File: config.mk
export PLATFORM = sky130hd
export DESIGN_NAME = ax3_seg_scan
export DESIGN_NICKNAME = d
export VERILOG_FILES = /design/src/rtl/ax3_seg_scan.sv
export SDC_FILE = /design/constraint.sdc
export NUM_CORES = 1
export LEC_CHECK = 0
export ABC_AREA = 1
export ABC_CLOCK_PERIOD_IN_PS = 6400
export CORE_MARGIN = 10
export CORE_UTILIZATION = 50
export DETAILED_ROUTE_END_ITERATION = 7
export PLACE_DENSITY = 0.76
export SYNTH_ARGS = -nofsm -noshare
export SYNTH_HDL_FRONTEND = slang
export SYNTH_SLANG_ARGS = --single-unit
File: constraint.sdc
create_clock -name clk -period 6.4 [get_ports clk]
set_input_delay 1.6 -clock clk [delete_from_list [all_inputs] [get_ports clk]]
set_output_delay 1.6 -clock clk [all_outputs]
set_load 0.005 [all_outputs]
File: src/rtl/ax3_seg_scan.sv
// Purpose: multiplexed scanner for the AX309 six-digit seven-segment display.
// Latency: hex/hsel/slot are registered and change 1 clk after the qualifying ena_us edge.
// Backpressure: none; the scan free-runs on ena_us and blank only masks the outputs.
module ax3_seg_scan #(
    parameter int NDIG     = 6,
    parameter int SLOT_US  = 1000,
    parameter int BLANK_US = 20
) (
    input  logic       clk,
    input  logic       rst_n,
    input  logic       ena_us,
    input  logic [7:0] seg_hex0,
    input  logic [7:0] seg_hex1,
    input  logic [7:0] seg_hex2,
    input  logic [7:0] seg_hex3,
    input  logic [2:0] bri,
    input  logic       blank,
    output logic [7:0] hex,
    output logic [5:0] hsel,
    output logic [2:0] slot
);

    // Tick counter spans one slot; lit length must also be able to hold SLOT_US itself.
    localparam int CW   = $clog2(SLOT_US);
    localparam int LW   = $clog2(SLOT_US + 1);
    localparam int UNIT = (SLOT_US - BLANK_US) >> 3;

    typedef enum logic [1:0] {
        ST_BLANK = 2'd0,
        ST_ON    = 2'd1,
        ST_OFF   = 2'd2
    } state_t;

    state_t        state, state_nxt;
    logic [CW-1:0] cnt, cnt_nxt;
    logic [2:0]    slot_nxt, slot_dec, ld_slot;
    logic [7:0]    dat, dat_nxt, ld_mask;
    logic [LW-1:0] len, len_nxt, len_calc, on_elapsed;
    logic          primed;
    logic          slot_end, load, dark;
    logic [7:0]    hex_nxt;
    logic [5:0]    hsel_nxt;

    // Next-state: counter, slot rotation, slot-start snapshot and BLANK/ON/OFF sequencing.
    always_comb begin
        slot_end   = ena_us && (cnt == CW'(SLOT_US - 1));
        slot_dec   = (slot == 3'd0) ? 3'(NDIG - 1) : slot - 3'd1;
        // Slot 0 has no preceding slot end, so its snapshot happens on the first tick.
        load       = slot_end || (ena_us && !primed);
        ld_slot    = slot_end ? slot_dec : slot;
        len_calc   = LW'(UNIT) * (LW'(bri) + LW'(1));
        on_elapsed = LW'(cnt) + LW'(1) - LW'(BLANK_US);

        case (ld_slot)
            3'd0:    ld_mask = seg_hex0;
            3'd1:    ld_mask = seg_hex1;
            3'd2:    ld_mask = seg_hex2;
            3'd3:    ld_mask = seg_hex3;
            default: ld_mask = 8'h00;
        endcase

        state_nxt = state;
        cnt_nxt   = cnt;
        slot_nxt  = slot;
        dat_nxt   = dat;
        len_nxt   = len;

        if (slot_end) begin
            cnt_nxt   = '0;
            slot_nxt  = slot_dec;
            state_nxt = ST_BLANK;
        end else if (ena_us) begin
            cnt_nxt = cnt + CW'(1);
            case (state)
                ST_BLANK: if (cnt == CW'(BLANK_US - 1)) state_nxt = ST_ON;
                ST_ON:    if (on_elapsed == len) state_nxt = ST_OFF;
                default:  state_nxt = state;
            endcase
        end

        if (load) begin
            dat_nxt = ld_mask;
            len_nxt = len_calc;
        end

        dark     = blank || (state_nxt != ST_ON);
        hex_nxt  = dark ? 8'hFF : ~dat_nxt;
        hsel_nxt = dark ? 6'h3F : ~(6'b000001 << slot_nxt);
    end

    // State and registered pin drive, all updated on the same edge.
    always_ff @(posedge clk or negedge rst_n) begin
        if (!rst_n) begin
            state  <= ST_BLANK;
            cnt    <= '0;
            slot   <= 3'd0;
            dat    <= 8'h00;
            len    <= '0;
            primed <= 1'b0;
            hex    <= 8'hFF;
            hsel   <= 6'h3F;
        end else begin
            state  <= state_nxt;
            cnt    <= cnt_nxt;
            slot   <= slot_nxt;
            dat    <= dat_nxt;
            len    <= len_nxt;
            primed <= primed | ena_us;
            hex    <= hex_nxt;
            hsel   <= hsel_nxt;
        end
    end

endmodule

== Yosys cells after proc, flatten, opt, wreduce, memory -nomap -nowiden ==
Index checks and enable logic that the tools add are counted.
Storage, ports and cells
  input bits: 39
  word-level logic and storage cells: 47
  register bits after elaboration: 47
  output and inout bits: 17
Operators by class
  muxes and demuxes: 13
  multiply operators: 1
  add/subtract/negate cells: 4
  bitwise logic cells: 3
  shift operators: 1
  reduce and logical (&&, ||, !) cells: 9
  equal/unequal tests: 8
Operator list (number)
  8-bit case mux with 4 select lines: 1
  10-bit 2-to-1 mux: 2
  8-bit 2-to-1 mux: 2
  10-bit by 1-bit adder with 10-bit output (second input constant): 1
  10-bit == test: 1
  10-bit == test (second input constant): 1
  10-bit by 5-bit == test with 1-bit output (second input constant): 1
  10-bit by 5-bit subtractor with 10-bit output (second input constant): 1
  6-bit by 4-bit multiplier with 9-bit output (first input constant): 1
  2-bit 2-to-1 mux: 4
  8-bit inverter: 1
  3-bit by 2-bit == test with 1-bit output (second input constant): 2
  3-bit zero test: 2
  3-bit 2-to-1 mux: 2
  6-bit 2-to-1 mux: 1
  6-bit inverter: 1
  1-bit by 3-bit left shift with 6-bit output (first input constant): 1
  3-bit by 1-bit adder with 4-bit output (second input constant): 1
  2-bit case mux with 2 select lines: 1
  3-bit by 1-bit == test with 1-bit output (second input constant): 1
  3-bit by 1-bit subtractor with 3-bit output (second input constant): 1
  2-bit by 1-bit == test with 1-bit output (second input constant): 1
  1-bit logical AND: 2
  2-bit zero test: 1
  5 further kinds: 6

== Logic depth before layout (Yosys ltp) ==
Gate-level depths: netlist of the first run.
  depth in word-level cells: 10
  mapped depth: 18
  mapped depth without buffers: 17

== Worst setup path after synthesis of the first run ==
No wires, ideal clock.
  kind: input-to-reg
  from: input bri[0]
  to: register len[9]
  buffers on the path: 0
  data required time: 6.317 ns
  slack: 1.784 ns
  library setup time: 0.083 ns
  arrival: 4.534 ns
  stages on the path: 13
  cell sequence: ha_1 -> xnor2_1 -> fa_1 -> fa_1 -> inv_1 -> ha_1 -> a21o_1 -> a31oi_1 -> nor2_1 -> o21ai_0 -> o21ai_0 -> xor2_1 -> o21ai_0
Between the ends
  cells in the longest elaborated chain, start to end: 2
Ends and longest elaborated chain
  start: declaration: line 16  | input logic [2:0] bri,
  3-bit by 1-bit adder with 4-bit output: line 51  | len_calc = LW'(UNIT) * (LW'(bri) + LW'(1));
  6-bit by 4-bit multiplier with 9-bit output: line 51
  end signal: assignment: line 107  | len <= len_nxt;
  end: declaration: line 38  | logic [LW-1:0] len, len_nxt, len_calc, on_elapsed;
Every way passes these cells.
A chain may end at the register's enable or synchronous reset.

== Final worst setup path of the first run ==
Same ends and word-level chain as after synthesis.

==> impl_metrics.py, run 1 <==
metrics = {
    "route": {
        "routed-via-count": 2953,
        "vias_per_cell": 5.42,
        "drt-wirelength-per-cell_um": 14.7,
        "postRouteAntennaNets": 0,
        "first_iter_violations": 182,
        "drc_errors": 0,
        "wirelength_um": 8020,
        "drt-pass1-iter-count": 4,
    },
    "clocking": {
        "cts_buffer_depth": 2,
        "tritoncts_clock_tree": "done",
        "maximum_level_of_the_cts_h_tree": 2,
        "cts.repair_timing.setup_buffer_count": 0,
        "ctsResizeCount": 0,
        "clk_latency_ns": 0.31,
        "clk_transition_reported_paths_ns": 0.09,
        "clock-root-buffer": "sky130_fd_sc_hd__clkbuf_8",
        "hold_buffers": 0,
        "cts_made_buffers": 5,
        "clock-sinks": 47,
    },
    "sta": {
        "setup-violations-final": 0,
        "rsz_0062_raised_after_global_routing": "no",
        "timing.fmax_mhz": 193,
        "clock_skew_ns": 0.0105,
        "final.period_utilization_pct": 80.8,
        "worst_pin_slew_ns": 1.02,
        "timing.max_slew.rel_slack_pct": 31.7,
        "final_hold_vios": 0,
        "timing.hold.ws_ns": 0.476,
        "final_count_of_pins_violating_max_slew": 0,
        "fin_worst_setup_slack_ns": 1.23,
        "period_needed_ns": 5.17,
        "summed_negative_setup_slack_over_all_endpoints_ns": 0,
    },
    "finish": {
        "finish.utilization_pct": 61.8,
        "layoutNonFillerInstCount": 545,
        "sequential_cell_area_um2": 1190,
        "finish.net_count": 526,
        "layout-drive-gt1-share_pct": 10.9,
        "n_fill_cell": 560,
        "post-route-cell-area_um2": 3880,
        "area_used_by_multi_input_combinational_logic_um2": 1720,
        "n_antenna_cell": 0,
        "syn2layout_area_growth_pct": 20.8,
    },
    "floorplan": {
        "design.die.area_um2": 10000,
        "coreArea_um2": 6280,
        "num_rows": 29,
        "initial_core_utilization_pct": 51.1,
        "floorplan.die.width_um": 100,
        "die_h_um": 100,
        "ios": 56,
    },
    "setup_path": {
        "crit_path_max_fanout": 7,
        "timing.critical_path.slowest_cell_delay_ns": 0.56,
        "timing.critical_path.from_type": "input pin",
        "worstPathRequired_ns": 6.62,
        "timing.critical_path.arrival_ns": 5.39,
        "timing_worst_setup_path_type": "in -> reg",
        "critPathBufInv": 2,
        "worstSetupEndpointType": "flip-flop",
        "crit_family": "adder cells",
        "timing.critical_path.slowest_stage_cell": "sky130_fd_sc_hd__clkdlybuf4s50_1",
        "crit_path_frequent_cell": "sky130_fd_sc_hd__o21ai_0",
        "worstPathCellList": "clkdlybuf4s50_1 -> ha_1 -> xnor2_1 -> fa_1 -> fa_1 -> inv_1 -> ha_1 -> a21o_1 -> a31oi_1 -> nor2_1 -> o21ai_0 -> o21ai_0 -> xor2_1 -> o21ai_0",
    },
    "synth": {
        "synth-main-ff-cell": "sky130_fd_sc_hd__dfrtp_1",
        "ys_seq_area_share_pct": 37.2,
        "synthesis.yosys.warnings": 0,
        "synth_nets": 477,
        "synth_enable_flop_cells": 0,
        "synthesis.area_um2": 3210,
        "netlist.top_cell.by_area": "sky130_fd_sc_hd__dfrtp_1",
        "synthTopCellsByArea": "sky130_fd_sc_hd__dfrtp_1 (26%), sky130_fd_sc_hd__nand2_1 (13%), sky130_fd_sc_hd__dfstp_2 (11%)",
        "yosysUniqueCellTypes": 36,
        "syn-mean-instance-area_um2": 7.68,
        "netlist_instances": 418,
        "async_flop_share_pct": 100,
        "ys_seq_elements": 47,
        "synth.top_cell.area_share_pct": 25.7,
    },
    "power_and_ir_drop": {
        "vdd_drop_max_mv": 0.197,
        "post-layout-total-power_mw": 0.896,
        "power.static_leakage_nw": 1.85,
        "power.density_cell_area_nw_per_um2": 231,
    },
    "min_path": {
        "hold_path.class": "reg -> reg",
    },
    "global_routing": {
        "first_global_vias": 2838,
        "final_global_route_overflow_total": 0,
        "grt_start_max_net_pins": 48,
        "grt_antenna_before_repair": 0,
        "grt_usage_pct": 16.1,
        "first_pass_grt_wire_length_um": 13400,
    },
    "placement": {
        "gpl.final_weighted_congestion": 0.874,
        "detailedPlacementHpwl_um": 6090,
        "portBuffers": 55,
        "placedInstanceArea_um2": 3770,
        "dp.cells": 537,
        "pre_cts_ws_ns": 0.872,
    },
    "job": {
        "maxCapViolCount": 0,
    },
    "outcome": {
        "status": "finished, final reports clean",
    },
}
## final cells by class
class / count / share of cell area (%)
clock buffer: 6 / 1.87
sequential: 47 / 30.8
timing repair buffer: 56 / 14.3
clock inverter: 2 / 0.968
inverter: 54 / 5.23
multi-input combinational: 303 / 44.4
tap: 77 / 2.48
## worst paths after layout
check                       start      to  slack (ns)  cells after the start
hold / removal             primed  primed        0.48                      2
max in group asynchronous   rst_n  len[1]        4.30                      1
min in group asynchronous   rst_n  cnt[5]        1.45                      1
setup / recovery           bri[0]  len[9]        1.23                     14
hold reg to reg            primed  primed        0.48                      2
setup reg to reg           cnt[0]  hex[0]        3.39                     11
## sequential cells by signal, indices dropped and copies added (netlist names)
| name | count |
|---|---|
| cnt | 10 |
| len | 9 |
| dat | 8 |
| hex | 8 |
| hsel | 6 |
| slot | 3 |
| state | 2 |
| primed | 1 |
## layout by cell type, fill, tap and decap left out, drive strengths merged, types with 2 or more instances in the layout
cell	count
nand2	117
clkdlybuf4s50	54
inv	52
nand3	50
dfrtp	33
nand4	30
nor2	26
o21ai	24
ha	15
dfstp	14
o22ai	6
clkbuf	6
nor3	6
a21oi	5
xor2	5
fa	5
xnor2	4
clkinv	2
o21bai	2
buf	2
## metal layers
| metal | up-vias | track usage (%) | share of wire, % |
|---|---|---|---|
| met2 | 76 | 26.4 | 50 |
| met5 | - | 0 | 0 |
| met4 | 0 | 4.57 | 1.1 |
| met3 | 7 | 3.85 | 4.9 |
| met1 | 1394 | 20.5 | 44 |
| li1 | 1476 | - | - |
## synthesized netlist by cell type, types with 6 or more instances
cell type,instances
sky130_fd_sc_hd__nand2_1,112
sky130_fd_sc_hd__inv_1,47
sky130_fd_sc_hd__nand3_1,39
sky130_fd_sc_hd__dfrtp_1,33
sky130_fd_sc_hd__nand4_1,30
sky130_fd_sc_hd__nor2_1,22
sky130_fd_sc_hd__o21ai_0,16
sky130_fd_sc_hd__ha_1,15
sky130_fd_sc_hd__dfstp_2,14
sky130_fd_sc_hd__nand3_2,11
sky130_fd_sc_hd__o21ai_1,8
sky130_fd_sc_hd__o22ai_1,6
## logic make-up (layout without fill, tap and decap cells)
| kind of cell | Yosys count | count (layout) | share of synthesized area (%) |
|---|---|---|---|
| AND/OR/NAND/NOR | 233 | 233 | 35.2 |
| buffers and inverters | 68 | 118 | 9.20 |
| flip-flops | 47 | 47 | 37.2 |
| AO/OA/AOI/OAI | 41 | 41 | 7.05 |
| adder cells (fa/ha/maj) | 20 | 20 | 8.96 |
| XOR/XNOR | 9 | 9 | 2.46 |
## worst register-to-register path: stages (launching register included)
cell                       delay, ns
sky130_fd_sc_hd__dfrtp_1        0.47
sky130_fd_sc_hd__ha_1           0.31
sky130_fd_sc_hd__nand2_1        0.15
sky130_fd_sc_hd__inv_1          0.14
sky130_fd_sc_hd__nand4_1        0.13
sky130_fd_sc_hd__nand2_1        0.61
sky130_fd_sc_hd__clkinv_1       0.49
sky130_fd_sc_hd__nand4_1        0.20
sky130_fd_sc_hd__nand2_1        0.09
sky130_fd_sc_hd__o21ai_1        0.16
sky130_fd_sc_hd__nand2_1        0.09
sky130_fd_sc_hd__nand3_1        0.09
## power by group
part / total (mW) / internal [mW] / switching, mW
clock: 0.221 / 0.117 / 0.104
combinational: 0.323 / 0.129 / 0.194
sequential: 0.352 / 0.316 / 0.0361
total: 0.896 / 0.561 / 0.335
No activity file was read; power rests on OpenSTA's default activity.
==> run 2: changes to the inputs <==
ABC_CLOCK_PERIOD_IN_PS = 4300   (was 6400)
CORE_UTILIZATION = 48   (was 50)
PLACE_DENSITY = 0.77   (was 0.76)
clock period = 4.3 ns   (was 6.4 ns; I/O delays follow)
==> run 2 against run 1 <==
- global-route usage grew 0.066 points
- final area is 2.5% higher
- sequential share of layout area fell by 0.76 points
- core utilization is 0.12 points higher
- routed wire length up 1.9%
- setup slack lost 0.96 ns
- critical endpoint unchanged
- largest power group unchanged
==> impl_metrics.py, run 2 (synthesized netlist as in run 1, its figures left out) <==
metrics = {
    "sta": {
        "period_needed_ns": 4.03,
        "timing.fmax_mhz": 248,
        "setup-violations-final": 0,
        "final.period_utilization_pct": 93.8,
        "clock_skew_ns": 0.00896,
        "timing.hold.ws_ns": 0.471,
        "rsz_0062_raised_after_global_routing": "no",
        "worst_pin_slew_ns": 0.996,
        "timing.max_slew.rel_slack_pct": 33.6,
        "final_count_of_pins_violating_max_slew": 0,
        "fin_worst_setup_slack_ns": 0.267,
        "final_hold_vios": 0,
    },
    "floorplan": {
        "floorplan.die.width_um": 102,
        "design.die.area_um2": 10400,
        "num_rows": 29,
        "initial_core_utilization_pct": 50.0,
        "coreArea_um2": 6420,
        "ios": 56,
        "die_h_um": 102,
    },
    "setup_path": {
        "reg2reg_from": "cnt[0]",
        "reg2reg_to": "hex[1]",
        "worstSetupEndpointType": "flip-flop",
        "rrSetupSlack_ns": 1.48,
        "crit_path_max_fanout": 3,
        "timing.critical_path.from_type": "input pin",
        "critical_path.startpoint": "bri[1]",
        "timing_worst_setup_path_type": "in -> reg",
        "worst-r2r-cell-count": 14,
        "timing.critical_path.arrival_ns": 4.26,
        "critPathCapture": "len[9]",
        "worstPathRequired_ns": 4.53,
    },
    "route": {
        "vias_per_cell": 5.36,
        "drt-pass1-iter-count": 5,
        "routed-via-count": 2970,
        "first_iter_violations": 164,
        "drc_errors": 0,
        "wirelength_um": 8170,
        "drt-wirelength-per-cell_um": 14.8,
        "postRouteAntennaNets": 0,
    },
    "finish": {
        "n_fill_cell": 581,
        "syn2layout_area_growth_pct": 23.8,
        "layout-drive-gt1-share_pct": 12.8,
        "largest_reg_flops": 10,
        "commonest_non_fill_non_tap_cell_in_the_layout": "sky130_fd_sc_hd__nand2_1",
        "n_antenna_cell": 0,
        "registers.top_by_ff_count": "cnt",
        "layout_common_cells": "sky130_fd_sc_hd__nand2_1 (112), sky130_fd_sc_hd__clkdlybuf4s50_1 (54), sky130_fd_sc_hd__inv_1 (47)",
        "largestRegisters": "cnt (10), len (9)",
        "finish.net_count": 535,
    },
    "global_routing": {
        "final_global_route_overflow_total": 0,
        "first_pass_grt_wire_length_um": 13600,
        "first_global_vias": 2899,
        "grt_usage_pct": 16.1,
        "grt_antenna_before_repair": 0,
        "grt_start_max_net_pins": 48,
    },
    "power_and_ir_drop": {
        "p_comb_share_pct": 35.5,
        "seq_pwr_share_pct": 37.1,
        "vdd_drop_max_mv": 0.165,
        "switching_power_mw": 0.497,
        "power.density_cell_area_nw_per_um2": 354,
        "post-layout-total-power_mw": 1.41,
        "clock_network_fraction_of_total_power_pct": 27.3,
        "p_int_mw": 0.909,
        "netSwitchingFraction_pct": 35.3,
        "power.static_leakage_nw": 1.91,
    },
    "clocking": {
        "maximum_level_of_the_cts_h_tree": 2,
        "hold_buffers": 0,
        "clk_transition_reported_paths_ns": 0.09,
        "clock-sinks": 47,
        "cts_buffer_depth": 2,
        "clk_latency_ns": 0.31,
        "cts_made_buffers": 5,
        "clock-root-buffer": "sky130_fd_sc_hd__clkbuf_8",
        "tritoncts_clock_tree": "done",
    },
    "placement": {
        "portBuffers": 55,
        "gpl.final_weighted_congestion": 0.871,
        "pre_cts_ws_ns": -0.0969,
        "detailedPlacementHpwl_um": 6200,
    },
    "outcome": {
        "status": "finished, final reports clean",
    },
    "min_path": {
        "worstHoldPathCells": 2,
        "hold_path.class": "reg -> reg",
    },
    "job": {
        "maxCapViolCount": 0,
    },
}
-- run 2: how the worst min path moves through the flow --
stage	endpoint	start	slack (ns)
4_1_cts	primed	primed	0.47
6_report	primed	primed	0.47
2_1_floorplan	primed	primed	0.42
3_5_place_dp	primed	primed	0.45
3_3_place_gp	primed	primed	0.44
5_1_grt	primed	primed	0.52
-- run 2: final cells by class --
type                    count  area (µm²)  area share (%)
inverters                  54         203            5.10
clock buffers               6        72.6            1.83
clock inverters             2        60.1            1.51
multi-input cells         303        1730            43.5
repair buffers             65         621            15.6
flip-flops and latches     47        1190            30.0
well taps                  77        96.3            2.42
-- run 2: worst max-delay path, cell delays in order --
cell and delay, ns:
sky130_fd_sc_hd__clkdlybuf4s50_1 0.43, sky130_fd_sc_hd__ha_1 0.32, sky130_fd_sc_hd__inv_1 0.08, sky130_fd_sc_hd__fa_1 0.53, sky130_fd_sc_hd__fa_1 0.52, sky130_fd_sc_hd__inv_1 0.04, sky130_fd_sc_hd__ha_1 0.31, sky130_fd_sc_hd__buf_4 0.16
sky130_fd_sc_hd__a31oi_1 0.21, sky130_fd_sc_hd__nor2_1 0.06, sky130_fd_sc_hd__o21ai_0 0.13, sky130_fd_sc_hd__o21ai_0 0.12, sky130_fd_sc_hd__xor2_1 0.15, sky130_fd_sc_hd__o21ai_0 0.14
-- run 2: layer usage --
layer	GRT usage, %	wire, µm	part of all wire, %
met2	27.4	4230	52
met1	19.9	3500	43
met4	5.50	88	1.1
met3	3.27	362	4.4
met5	0	0	0
-- run 2: power by group through the flow --
stage          combinational [mW]  clock (mW)  sequential [mW]
5_1_grt                     0.569       0.404            0.528
3_5_place_dp                0.488           0            0.529
2_1_floorplan               0.367           0            0.508
3_3_place_gp                0.471           0            0.528
4_1_cts                     0.498       0.387            0.521
6_report                    0.499       0.384            0.522
-- run 2: metrics by stage --
| stage | utilization [%] | area (µm²) | TNS, ns | cells |
|---|---|---|---|---|
| floorplan | - | 3210 | 0 | 418 |
| global placement | 59.7 | 3830 | 0 | 546 |
| detailed placement | 59.7 | 3830 | -0.0969 | 546 |
| CTS | 61.8 | 3970 | 0 | 554 |
| global route | 61.9 | 3980 | 0 | 554 |
| finish | 61.9 | 3980 | 0 | 554 |
-- run 2: timing repair --
item | 4_1_cts | 5_1_grt
setup buffers | 0 | 0
resized for setup | 0 | 1
endpoints found under the setup margin | 0 | 1
==> run 3: changes to the inputs <==
ABC_CLOCK_PERIOD_IN_PS = not set   (was 4300)
CORE_UTILIZATION = 33   (was 48)
PLACE_DENSITY = not set   (was 0.77)
==> run 3 against run 2 <==
- clock skew is 0.0071 ns higher
- flip-flop and latch count stayed put
- critical path depth stayed put
- final area is 1.5% higher
- via count is 0.67% lower
- core utilization is 19 points lower
- register-to-register slack hardly changed
- clock-buffer cell count stayed put
- routed wire length is 6.0% higher
- non-clock buffer count is 3 higher
==> impl_metrics.py, run 3 (synthesized netlist as in run 1, its figures left out) <==
metrics = {
    "setup_path": {
        "worstPathCellList": "clkdlybuf4s50_1 -> ha_1 -> xnor2_1 -> fa_1 -> fa_1 -> inv_1 -> ha_1 -> a21o_1 -> a31oi_1 -> nor2_1 -> o21ai_0 -> o21ai_0 -> xor2_1 -> o21ai_0",
        "crit_path_max_fanout": 2,
        "timing_worst_setup_path_type": "in -> reg",
        "timing.critical_path.from_type": "input pin",
        "reg2reg_from": "cnt[0]",
        "critical_path.startpoint": "bri[0]",
        "crit_path_frequent_cell": "sky130_fd_sc_hd__o21ai_0",
        "timing.critical_path.slowest_cell_delay_ns": 0.52,
        "worstPathRequired_ns": 4.51,
        "timing.critical_path.arrival_ns": 4.29,
        "worst-r2r-cell-count": 14,
        "timing.critical_path.slowest_stage_cell": "sky130_fd_sc_hd__fa_1",
        "worstSetupEndpointType": "flip-flop",
    },
    "finish": {
        "layout-drive-gt1-share_pct": 13.3,
        "layout_common_cells": "sky130_fd_sc_hd__nand2_1 (112), sky130_fd_sc_hd__clkdlybuf4s50_1 (54), sky130_fd_sc_hd__inv_1 (47)",
        "largestRegisters": "cnt (10), len (9)",
        "commonest_non_fill_non_tap_cell_in_the_layout": "sky130_fd_sc_hd__nand2_1",
        "syn2layout_area_growth_pct": 25.6,
        "n_antenna_cell": 0,
        "registers.top_by_ff_count": "cnt",
        "largest_reg_flops": 10,
        "finish.net_count": 538,
    },
    "global_routing": {
        "grt_start_max_net_pins": 32,
        "grt_usage_pct": 12.1,
        "final_global_route_overflow_total": 0,
        "first_global_vias": 2893,
        "grt_antenna_before_repair": 0,
        "first_pass_grt_wire_length_um": 14400,
    },
    "power_and_ir_drop": {
        "post-layout-total-power_mw": 1.30,
        "power.static_leakage_nw": 1.90,
        "power.density_cell_area_nw_per_um2": 323,
        "vdd_drop_max_mv": 0.175,
    },
    "clocking": {
        "cts_made_buffers": 5,
        "clock-sinks": 47,
        "cts_buffer_depth": 2,
        "clock-root-buffer": "sky130_fd_sc_hd__clkbuf_8",
        "cts.repair_timing.setup_buffer_count": 0,
        "ctsResizeCount": 0,
        "clk_transition_reported_paths_ns": 0.10,
        "tritoncts_clock_tree": "done",
        "hold_buffers": 0,
        "clk_latency_ns": 0.30,
        "maximum_level_of_the_cts_h_tree": 2,
    },
    "route": {
        "routed-via-count": 2950,
        "met3WireLength_um": 270,
        "first_iter_violations": 161,
        "vias_per_cell": 4.84,
        "top_signal_layer_used": "met4",
        "drt-wirelength-per-cell_um": 14.2,
        "m1_wire_length_um": 4070,
        "drt-pass1-iter-count": 4,
        "wirelength_um": 8670,
        "postRouteAntennaNets": 0,
        "met2_wirelength_um": 4260,
        "drc_errors": 0,
    },
    "placement": {
        "gpl.final_weighted_congestion": 0.857,
        "pre_cts_ws_ns": -0.0853,
        "detailedPlacementHpwl_um": 6740,
        "portBuffers": 55,
    },
    "sta": {
        "rsz_0062_raised_after_global_routing": "no",
        "fin_worst_setup_slack_ns": 0.219,
        "final_hold_vios": 0,
        "worst_pin_slew_ns": 0.719,
        "setup-violations-final": 0,
        "timing.max_slew.rel_slack_pct": 52.1,
        "final.period_utilization_pct": 94.9,
        "clock_skew_ns": 0.0161,
        "timing.fmax_mhz": 245,
        "timing.hold.ws_ns": 0.480,
        "summed_negative_setup_slack_over_all_endpoints_ns": 0,
        "period_needed_ns": 4.08,
        "final_count_of_pins_violating_max_slew": 0,
    },
    "outcome": {
        "status": "finished, final reports clean",
    },
    "min_path": {
        "hold_path.class": "reg -> reg",
        "hold_path_startpoint": "primed",
        "worstHoldPathCells": 2,
    },
    "floorplan": {
        "design.die.area_um2": 14100,
        "initial_core_utilization_pct": 34.3,
        "coreArea_um2": 9370,
        "die_h_um": 119,
        "ios": 56,
        "num_rows": 35,
        "floorplan.die.width_um": 119,
    },
    "job": {
        "maxCapViolCount": 0,
    },
}
[run 3: routing by layer]
layer / vias to the layer above / global-route usage [%]
met4: 0 / 2.52
met5: - / 0
met3: 5 / 2.19
met1: 1392 / 15.5
met2: 55 / 20.6
li1: 1498 / -
[run 3: report_power, final]
group / switching (mW) / internal, mW / leakage, nW
clock: 0.153 / 0.131 / 0.0474
combinational: 0.287 / 0.207 / 1.29
sequential: 0.0540 / 0.470 / 0.566
[run 3: final timing paths]
check | endpoint | slack, ns
max | len[9] | 0.22
min | primed | 0.48
max reg2reg | hex[1] | 1.48
min reg2reg | primed | 0.48
max in group asynchronous | hex[2] | 2.70
min in group asynchronous | dat[7] | 0.82
[run 3: final cells by class]
type | count | area (µm²)
Fill cell | 965 | 5340
Multi-Input combinational cell | 303 | 1720
Timing Repair Buffer | 68 | 656
Sequential cell | 47 | 1190
Clock inverter | 2 | 16.3
Tap cell | 129 | 161
Clock buffer | 6 | 82.6
Inverter | 54 | 203
[run 3: stage by stage]
step / cell area [µm²] / utilization [%] / instances
after floorplan: 3210 / - / 418
after global placement: 3940 / 42.0 / 601
after detailed placement: 3940 / 42.0 / 601
after CTS: 4030 / 43.0 / 609
after global routing: 4030 / 43.0 / 609
final: 4030 / 43.0 / 609
[run 3: worst max-delay path, delay by kind of cell]
kind                     cells  cell delay, ns
AO/OA/AOI/OAI                5            0.76
XOR/XNOR                     2            0.39
adder cells (fa/ha/maj)      4            1.54
buffers and inverters        2            0.47
AND/OR/NAND/NOR              1            0.06
